<file path="src/rtl/sap_pkg.sv">
// Shared types and constants for the SAP control sequencer.
//   ctrl_word_t : 12-bit control word {cp, ep, lm_n, ce_n, li_n, ei_n, la_n, ea, su, eu, lb_n, lo_n}
//   tstate_t    : one-hot T-state ring encoding (all-zero = HALT)
package sap_pkg;

    localparam int unsigned CTRL_W   = 12;
    localparam int unsigned TSTATE_W = 6;
    localparam int unsigned OP_W     = 4;

    typedef struct packed {
        logic cp;
        logic ep;
        logic lm_n;
        logic ce_n;
        logic li_n;
        logic ei_n;
        logic la_n;
        logic ea;
        logic su;
        logic eu;
        logic lb_n;
        logic lo_n;
    } ctrl_word_t;

    localparam ctrl_word_t CTRL_IDLE = ctrl_word_t'(12'h3E3);

    localparam logic [OP_W-1:0] OP_LDA = 4'h0;
    localparam logic [OP_W-1:0] OP_ADD = 4'h1;
    localparam logic [OP_W-1:0] OP_SUB = 4'h2;
    localparam logic [OP_W-1:0] OP_OUT = 4'hE;
    localparam logic [OP_W-1:0] OP_HLT = 4'hF;

    typedef enum logic [TSTATE_W-1:0] {
        T_NONE = 6'b000000,
        T1     = 6'b000001,
        T2     = 6'b000010,
        T3     = 6'b000100,
        T4     = 6'b001000,
        T5     = 6'b010000,
        T6     = 6'b100000
    } tstate_t;

endpackage

</file>
<file path="src/rtl/control_sequencer_if.sv">
// Sequencer bus: run/opcode in, control word and status out.
//   run        : 1 = advance T-state, 0 = pause
//   ir_op      : opcode nibble IR[7:4]
//   ctrl       : registered control word
//   tstate     : one-hot T-state, zero in HALT
//   halted     : high while halted
//   instr_done : high during T6 of each instruction
interface control_sequencer_if;
    import sap_pkg::*;

    logic                  run;
    logic [OP_W-1:0]       ir_op;
    ctrl_word_t            ctrl;
    logic [TSTATE_W-1:0]   tstate;
    logic                  halted;
    logic                  instr_done;

    modport master (
        output run, ir_op,
        input  ctrl, tstate, halted, instr_done
    );

    modport slave (
        input  run, ir_op,
        output ctrl, tstate, halted, instr_done
    );

endinterface

</file>
<file path="src/rtl/ring_counter.sv">
// Six-state one-hot T-state ring with hold, halt-clear and self-correction.
//   clk          : clock, state changes on falling edge
//   rst          : synchronous active-low reset to T1
//   hold         : keep current state
//   halt         : force (and keep) the all-zero HALT state
//   state        : registered one-hot state
//   state_next_c : combinational next state (used by the decoder)
module ring_counter
    import sap_pkg::*;
(
    input  logic                clk,
    input  logic                rst,
    input  logic                hold,
    input  logic                halt,
    output logic [TSTATE_W-1:0] state,
    output logic [TSTATE_W-1:0] state_next_c
);

    // Halt wins; a corrupted ring recovers to T1 even while held.
    always_comb begin
        state_next_c = state;
        if (halt) begin
            state_next_c = TSTATE_W'(T_NONE);
        end else if (!$onehot(state)) begin
            state_next_c = TSTATE_W'(T1);
        end else if (!hold) begin
            state_next_c = {state[TSTATE_W-2:0], state[TSTATE_W-1]};
        end
    end

    always_ff @(negedge clk) begin
        if (!rst) begin
            state <= TSTATE_W'(T1);
        end else begin
            state <= state_next_c;
        end
    end

endmodule

</file>
<file path="src/rtl/control_sequencer.sv">
// SAP-style control sequencer: T-state ring plus opcode decode to a control word.
//   clk : clock, all state changes on falling edge
//   rst : synchronous active-low reset
//   bus : control_sequencer_if slave (run, ir_op in; ctrl, tstate, halted, instr_done out)
module control_sequencer
    import sap_pkg::*;
#(
    parameter logic [3:0] HALT_OP = 4'hF
) (
    input  logic                clk,
    input  logic                rst,
    control_sequencer_if.slave  bus
);

    localparam logic [1:0] ST_RUN   = 2'd0;
    localparam logic [1:0] ST_PAUSE = 2'd1;
    localparam logic [1:0] ST_HALT  = 2'd2;

    logic [1:0]          mode_q;
    logic [1:0]          mode_next_c;
    logic [OP_W-1:0]     op_q;
    logic [OP_W-1:0]     op_next_c;
    ctrl_word_t          ctrl_q;
    ctrl_word_t          ctrl_next_c;
    logic                halted_q;
    logic                done_q;
    logic                done_next_c;
    logic                step_c;
    logic                latch_c;
    logic                halt_entry_c;
    logic                ring_hold_c;
    logic                ring_halt_c;
    logic [OP_W-1:0]     op_sel_c;
    logic [TSTATE_W-1:0] tstate_q;
    logic [TSTATE_W-1:0] tstate_next_c;

    // Control word for a given T-state and opcode.
    function automatic ctrl_word_t decode(input logic [TSTATE_W-1:0] t,
                                          input logic [OP_W-1:0]     op);
        logic [CTRL_W-1:0] w;
        w = CTRL_W'(CTRL_IDLE);
        case (t)
            T1: w = 12'h5E3;
            T2: w = 12'hBE3;
            T3: w = 12'h263;
            T4: begin
                if (op == OP_LDA || op == OP_ADD || op == OP_SUB) begin
                    w = 12'h1A3;
                end else if (op == OP_OUT) begin
                    w = 12'h3F2;
                end
            end
            T5: begin
                if (op == OP_LDA) begin
                    w = 12'h2C3;
                end else if (op == OP_ADD || op == OP_SUB) begin
                    w = 12'h2E1;
                end
            end
            T6: begin
                if (op == OP_ADD) begin
                    w = 12'h3C7;
                end else if (op == OP_SUB) begin
                    w = 12'h3CF;
                end
            end
            default: w = CTRL_W'(CTRL_IDLE);
        endcase
        return ctrl_word_t'(w);
    endfunction

    ring_counter u_ring (
        .clk          (clk),
        .rst          (rst),
        .hold         (ring_hold_c),
        .halt         (ring_halt_c),
        .state        (tstate_q),
        .state_next_c (tstate_next_c)
    );

    // Mode register and registered outputs.
    always_ff @(negedge clk) begin
        if (!rst) begin
            mode_q   <= ST_RUN;
            op_q     <= OP_LDA;
            ctrl_q   <= ctrl_word_t'(12'h5E3);
            halted_q <= 1'b0;
            done_q   <= 1'b0;
        end else begin
            mode_q   <= mode_next_c;
            op_q     <= op_next_c;
            ctrl_q   <= ctrl_next_c;
            halted_q <= (mode_next_c == ST_HALT);
            done_q   <= done_next_c;
        end
    end

    // Next mode, ring controls and next-cycle outputs. Leaving PAUSE holds the
    // ring for one more edge so the paused state's word is emitted exactly once.
    always_comb begin
        mode_next_c  = mode_q;
        step_c       = 1'b0;
        latch_c      = 1'b0;
        halt_entry_c = 1'b0;
        ring_hold_c  = 1'b1;
        ring_halt_c  = 1'b0;
        op_sel_c     = op_q;
        op_next_c    = op_q;
        ctrl_next_c  = CTRL_IDLE;
        done_next_c  = 1'b0;

        case (mode_q)
            ST_HALT: begin
                mode_next_c = ST_HALT;
            end
            ST_PAUSE: begin
                mode_next_c = bus.run ? ST_RUN : ST_PAUSE;
            end
            default: begin
                step_c       = bus.run;
                latch_c      = step_c && (tstate_q == T3);
                halt_entry_c = latch_c && (bus.ir_op == HALT_OP);
                if (halt_entry_c) begin
                    mode_next_c = ST_HALT;
                end else if (!bus.run) begin
                    mode_next_c = ST_PAUSE;
                end else begin
                    mode_next_c = ST_RUN;
                end
            end
        endcase

        ring_hold_c = !step_c;
        ring_halt_c = (mode_q == ST_HALT) || halt_entry_c;

        if (latch_c) begin
            op_sel_c  = bus.ir_op;
            op_next_c = bus.ir_op;
        end

        if (!ring_halt_c && bus.run) begin
            ctrl_next_c = decode(tstate_next_c, op_sel_c);
            done_next_c = (tstate_next_c == T6);
        end
    end

    assign bus.ctrl       = ctrl_q;
    assign bus.tstate     = tstate_q;
    assign bus.halted     = halted_q;
    assign bus.instr_done = done_q;

endmodule

</file>
<file path="src/flat_wrapper.sv">
// flat-port wrapper written by rule: the top's interface ports become plain ports
module control_sequencer_flat import sap_pkg::*;
#(
    parameter logic [3:0] HALT_OP = 4'hF
)
  (clk, rst, bus_run, bus_ir_op, bus_ctrl, bus_tstate, bus_halted, bus_instr_done);
  control_sequencer_if bus_i ();
  input  logic clk;
  input  logic rst;
  input wire logic [$bits(bus_i.run)-1:0] bus_run;
  input wire logic [$bits(bus_i.ir_op)-1:0] bus_ir_op;
  output wire logic [$bits(bus_i.ctrl)-1:0] bus_ctrl;
  output wire logic [$bits(bus_i.tstate)-1:0] bus_tstate;
  output wire logic [$bits(bus_i.halted)-1:0] bus_halted;
  output wire logic [$bits(bus_i.instr_done)-1:0] bus_instr_done;
  assign bus_i.run = bus_run;
  assign bus_i.ir_op = bus_ir_op;
  assign bus_ctrl = bus_i.ctrl;
  assign bus_tstate = bus_i.tstate;
  assign bus_halted = bus_i.halted;
  assign bus_instr_done = bus_i.instr_done;
  control_sequencer #(.HALT_OP(HALT_OP)) u_core (.clk(clk), .rst(rst), .bus(bus_i));
endmodule
</file>
<file path="config.mk">
export PLATFORM = sky130hd
export DESIGN_NAME = control_sequencer_flat
export DESIGN_NICKNAME = d
export VERILOG_FILES = /design/src/rtl/sap_pkg.sv /design/src/rtl/control_sequencer_if.sv /design/src/rtl/ring_counter.sv /design/src/rtl/control_sequencer.sv /design/src/flat_wrapper.sv
export SDC_FILE = /design/constraint.sdc
export NUM_CORES = 1
export LEC_CHECK = 0
export CAP_MARGIN = 25
export CORE_ASPECT_RATIO = 0.5
export CORE_MARGIN = 5
export CORE_UTILIZATION = 35
export CTS_BUF_LIST = sky130_fd_sc_hd__clkbuf_4
export DETAILED_ROUTE_END_ITERATION = 8
export HOLD_SLACK_MARGIN = 0.12
export PLACE_DENSITY = 0.58
export SLEW_MARGIN = 20
export SYNTH_ARGS = -nofsm -noshare
export SYNTH_HDL_FRONTEND = slang
export SYNTH_HIERARCHICAL = 1
export SYNTH_SLANG_ARGS = --single-unit
</file>
<file path="constraint.sdc">
create_clock -name clk -period 5.84 [get_ports clk]
set_input_delay 0.876 -clock clk [delete_from_list [all_inputs] [get_ports clk]]
set_output_delay 0.876 -clock clk [all_outputs]
set_load 0.02 [all_outputs]
</file>
Yosys cells after proc, flatten, opt, wreduce, memory -nomap -nowiden
Index checks and enable logic that the tools add are counted.
{ "totals": {"ff_bits": 26, "in_bits": 7, "out_inout_bits": 20, "wordCells": 66} }
{ "op_classes": {"n_addsub": 5, "n_eq_ne": 15, "mux": 18, "reduce_logical": 11} }
{ "op_table": {"columns": ["operator", "count"], "rows": [
  ["one-hot mux 12 bit (6 select lines)", 1],
  ["two-way mux 12 bit", 3],
  ["two-way mux 6 bit", 4],
  ["equality test 6 x 3 -> 1 bit (second input constant)", 2],
  ["two-way mux 11 bit", 1],
  ["two-way mux 9 bit", 1],
  ["equality test 4 bit (second input constant)", 2],
  ["adder 1 x 1 -> 2 bit", 3],
  ["adder 3 x 2 -> 3 bit", 2],
  ["equality test 6 x 1 -> 1 bit (second input constant)", 1],
  ["equality test 6 x 2 -> 1 bit (second input constant)", 1],
  ["equality test 6 x 4 -> 1 bit (second input constant)", 1],
  ["equality test 6 x 5 -> 1 bit (second input constant)", 1],
  ["equality test 6 bit (second input constant)", 1],
  ["two-way mux 5 bit", 1],
  ["equality test 2 bit (second input constant)", 2],
  ["equality test 4 x 1 -> 1 bit (second input constant)", 1],
  ["equality test 4 x 2 -> 1 bit (second input constant)", 1],
  ["zero test 4 bit", 1],
  ["logical OR 1 bit", 4],
  ["two-way mux 1 bit", 4],
  ["two-way mux 4 bit", 1],
  ["one-hot mux 2 bit (2 select lines)", 1],
  ["equality test 3 x 1 -> 1 bit (second input constant)", 1],
  ["other kinds (6)", 8]
]} }

Logic depth before layout (Yosys ltp)
{ "depth": {"ltp_word": 10, "mapped_depth": 14, "mapped_depth_nobuf": 13} }

Hierarchy
Netlist, hierarchy kept.
{ "modules_own_cells": {"columns": ["mod", "n_inst", "cells_each", "area_each_um2", "seq_area_each_um2"], "rows": [
  ["control_sequencer", 1, 133, 1152.4, 400.4],
  ["ring_counter", 1, 43, 391.6, 120.1]
]} }

==> results.cfg <==
[clock_tree]
cts_hold_buf = 0
root_buffer = clkbuf_4
clk_pin_slew_worst_paths_ns = 0.04
cts.sinks = 26
tritoncts = built
ctsLongestPathBuffers = 2
cts_made_buffers = 3
clk_latency_ns = 0.40
htree_num_levels = 1

[drt]
drtIter0Drc = 77
via_per_inst = 4.86
antenna_left = 0
drc = 0
vias = 1593
wirelength_um = 4060
avgRoutedWirePerCell_um = 12.4
first_pass_iters = 4

[logic_synthesis]
synth_ff_type = dfxtp_1
syn_area_sq_um = 1540
synth.yosys.seq_area_share_pct = 33.7
avgSynthCellArea_sq_um = 8.77
synth-warning-count = 6
syn_inst = 176
synth_top_cells_by_area = dfxtp_1 (34%), mux2i_1 (7.1%), nor2_1 (4.6%)
synth_nets = 189
yosysTopAreaCell = dfxtp_1
yosysUniqueCellTypes = 46
synth_seq_cells = 26
synth_edf_count = 0
synth_top_area_share_pct = 33.7
synth_common_cells = dfxtp_1 (26), nor2_1 (19), inv_1 (15), nand2_1 (14)
yosysMostFrequentCell = dfxtp_1
ys_async_sr_fraction_pct = 0

[pwr]
p_leak_nw = 1.16
powerDensity_nw_per_um2 = 433
power.internal_w = 0.000604
pwr-share-clk_pct = 14.3
power_frac_comb_pct = 63.4
peakVddDrop_mv = 0.231
p_seq_share_pct = 22.3
p_sw_share_pct = 42.3
p_switching_w = 0.000442

[worst_hold_path]
whs_endpoint = u_core/op_q[1]$_SDFF_NN0_
hold_class = reg2reg
min_from = u_core/op_q[1]$_SDFF_NN0_
hold_depth = 2

[timing]
rsz0062_at_grt = yes
drv_slew = 0
hold_ws_ns = 0.582
relSlewSlack_pct = 75.0
max_slew.worst_pin.slew_ns = 0.375
fin_ws_ns = 0.00909
fin_worst_skew_ns = 0.0136
hold_viol = 0
setup_viol = 0

[final_layout]
final_net_count = 285
drive_above_1_share_pct = 29.5
areaGrowthSynthToFinish_pct = 56.5
antenna_cells = 0

[setup_path]
worstPathCellList = buf_8, nand4bb_4, nor4_4, or2_4, or4b_4, buf_6, nor2_4, nor4b_4, a221o_1, a21boi_2, or2_4, or3_1
critPathKind = in2reg
reg2reg_from = u_core/u_ring/state[0]$_SDFF_NN1_
max_stage_delay_ns = 0.52
r2r_cells = 14
path_depth = 12
reg2reg_to = u_core/bus.ctrl[6]$_SDFF_NN1_
cp-end-kind = register
slowest_stage = or4b_4
startpoint_type = input port
r2r_setup_slack_ns = 1.65
path_delay_family = simple AND/OR/NAND/NOR gates
crit_arrival_ns = 3.18
required_ns = 3.19
crit_buf_inv = 2
critical_path.most_common_cell = or2_4
cp_max_fo = 4

[floorplan]
die_h_um = 57.0
io_pins = 27
dieArea_sq_um = 5920
start_util_pct = 35.6
core_area_sq_um = 4340
rows = 17
die_w_um = 104

[run]
cap_violations = 0

[placed_design]
pre_cts_ws_ns = -0.855
place_congestion = 0.939
port-buffer-count = 26
place_hpwl_um = 3180

[grt]
grt_max_degree = 16
antenna_found_initial = 0
grt_use_total_pct = 14.1
grt-ovfl-total = 0
grt_pass1_vias = 1695
grt_pass1_wl_um = 7130

[status]
status = completed
==> registers in the layout, summed over array words and instances, names as in the netlist <==
| name | count |
|---|---|
| u_core/op_q | 4 |
| u_core/mode_q | 2 |
| u_core/bus.instr_done | 1 |
| u_core/u_ring/state | 6 |
| u_core/bus.halted | 1 |
| u_core/bus.ctrl | 12 |
==> area by class of cell <==
class / instances / area (sq um)
fillers: 418 / 1920
well taps: 57 / 71.3
inverters: 13 / 48.8
clock buffers: 3 / 22.5
flip-flops and latches: 26 / 520
multi-input cells: 127 / 1020
repair buffers: 75 / 633
clock inverters: 27 / 104
==> layer usage <==
| metal | track usage [%] | up-vias | share of wire, % |
|---|---|---|---|
| met4 | 5.90 | 0 | 0.67 |
| met2 | 21.8 | 44 | 45 |
| met1 | 18.5 | 743 | 49 |
| li1 | - | 804 | - |
| met5 | 0 | - | 0 |
| met3 | 4.18 | 2 | 5.1 |
==> stage by stage <==
| stage | power [W] | instances | cell area (sq um) | setup TNS (ns) | utilization (%) |
|---|---|---|---|---|---|
| 4_1_cts | 0.00104 | 326 | 2390 | -0.0168 | 55.0 |
| 5_1_grt | 0.00114 | 328 | 2420 | -0.128 | 55.7 |
| 3_5_place_dp | 0.000892 | 295 | 2250 | -8.23 | 51.8 |
| 3_3_place_gp | 0.000884 | 295 | 2250 | -7.80 | 51.8 |
| 2_1_floorplan | 0.000631 | 176 | 1640 | -1.24 | - |
| 6_report | 0.00105 | 328 | 2420 | 0 | 55.7 |
==> cell usage in the layout (no fill, tap or decap), types with 4 or more instances in the layout <==
cell / netlist / routed
inv_1: 15 / 39
nor3_1: 11 / 11
mux2i_1: 11 / 11
buf_4: 2 / 46
dfxtp_1: 26 / 26
nand2_1: 14 / 11
nor2b_1: 8 / 8
buf_2: 4 / 4
clkdlybuf4s50_1: 0 / 21
nor2_1: 19 / 15
o21ai_0: 8 / 8
==> worst max path at each step <==
| stage | from | to | slack, ns |
|---|---|---|---|
| floorplan | bus_run | u_core/bus.ctrl[6]$_SDFF_NN1_ | -0.23 |
| global placement | bus_run | u_core/bus.ctrl[6]$_SDFF_NN1_ | -0.81 |
| detailed placement | bus_run | u_core/bus.ctrl[6]$_SDFF_NN1_ | -0.85 |
| CTS | bus_run | u_core/bus.ctrl[6]$_SDFF_NN1_ | -0.008 |
| global route | bus_run | u_core/bus.ctrl[6]$_SDFF_NN1_ | -0.06 |
| finish | bus_run | u_core/bus.ctrl[6]$_SDFF_NN1_ | 0.009 |
==> worst reg2reg max path: cells and delay by family, from the launching register on <==
kind | cells | cell delay [ns]
AO/OA/AOI/OAI | 2 | 0.25
AND/OR/NAND/NOR | 5 | 1.48
adder cells (fa/ha/maj) | 4 | 1.66
flip-flops | 1 | 0.41
buffers and inverters | 3 | 0.28
==> power groups by stage <==
stage | logic [W] | clock network, W | registers, W
2_1_floorplan | 0.000326 | 0.0000294 | 0.000275
3_3_place_gp | 0.000618 | 0.0000294 | 0.000236
3_5_place_dp | 0.000626 | 0.0000294 | 0.000237
4_1_cts | 0.000645 | 0.000159 | 0.000234
5_1_grt | 0.000724 | 0.000179 | 0.000237
6_report | 0.000663 | 0.000150 | 0.000234
==> cell families after synthesis <==
family / Yosys count / share of synthesized area [%]
compound gates: 29 / 13.8
xor+xnor: 5 / 2.84
flops: 26 / 33.7
mux: 11 / 7.13
fa+ha+maj: 6 / 6.32
simple gates: 76 / 28.9
buf+inv: 23 / 7.37
==> repair_timing <==
item / CTS / global route
resized for setup: 27 / 3
pin swaps: 8 / 3
buffers inserted: 3 / 2
endpoints found under the setup margin: 11 / 7
(Power assumes the default switching activity.)
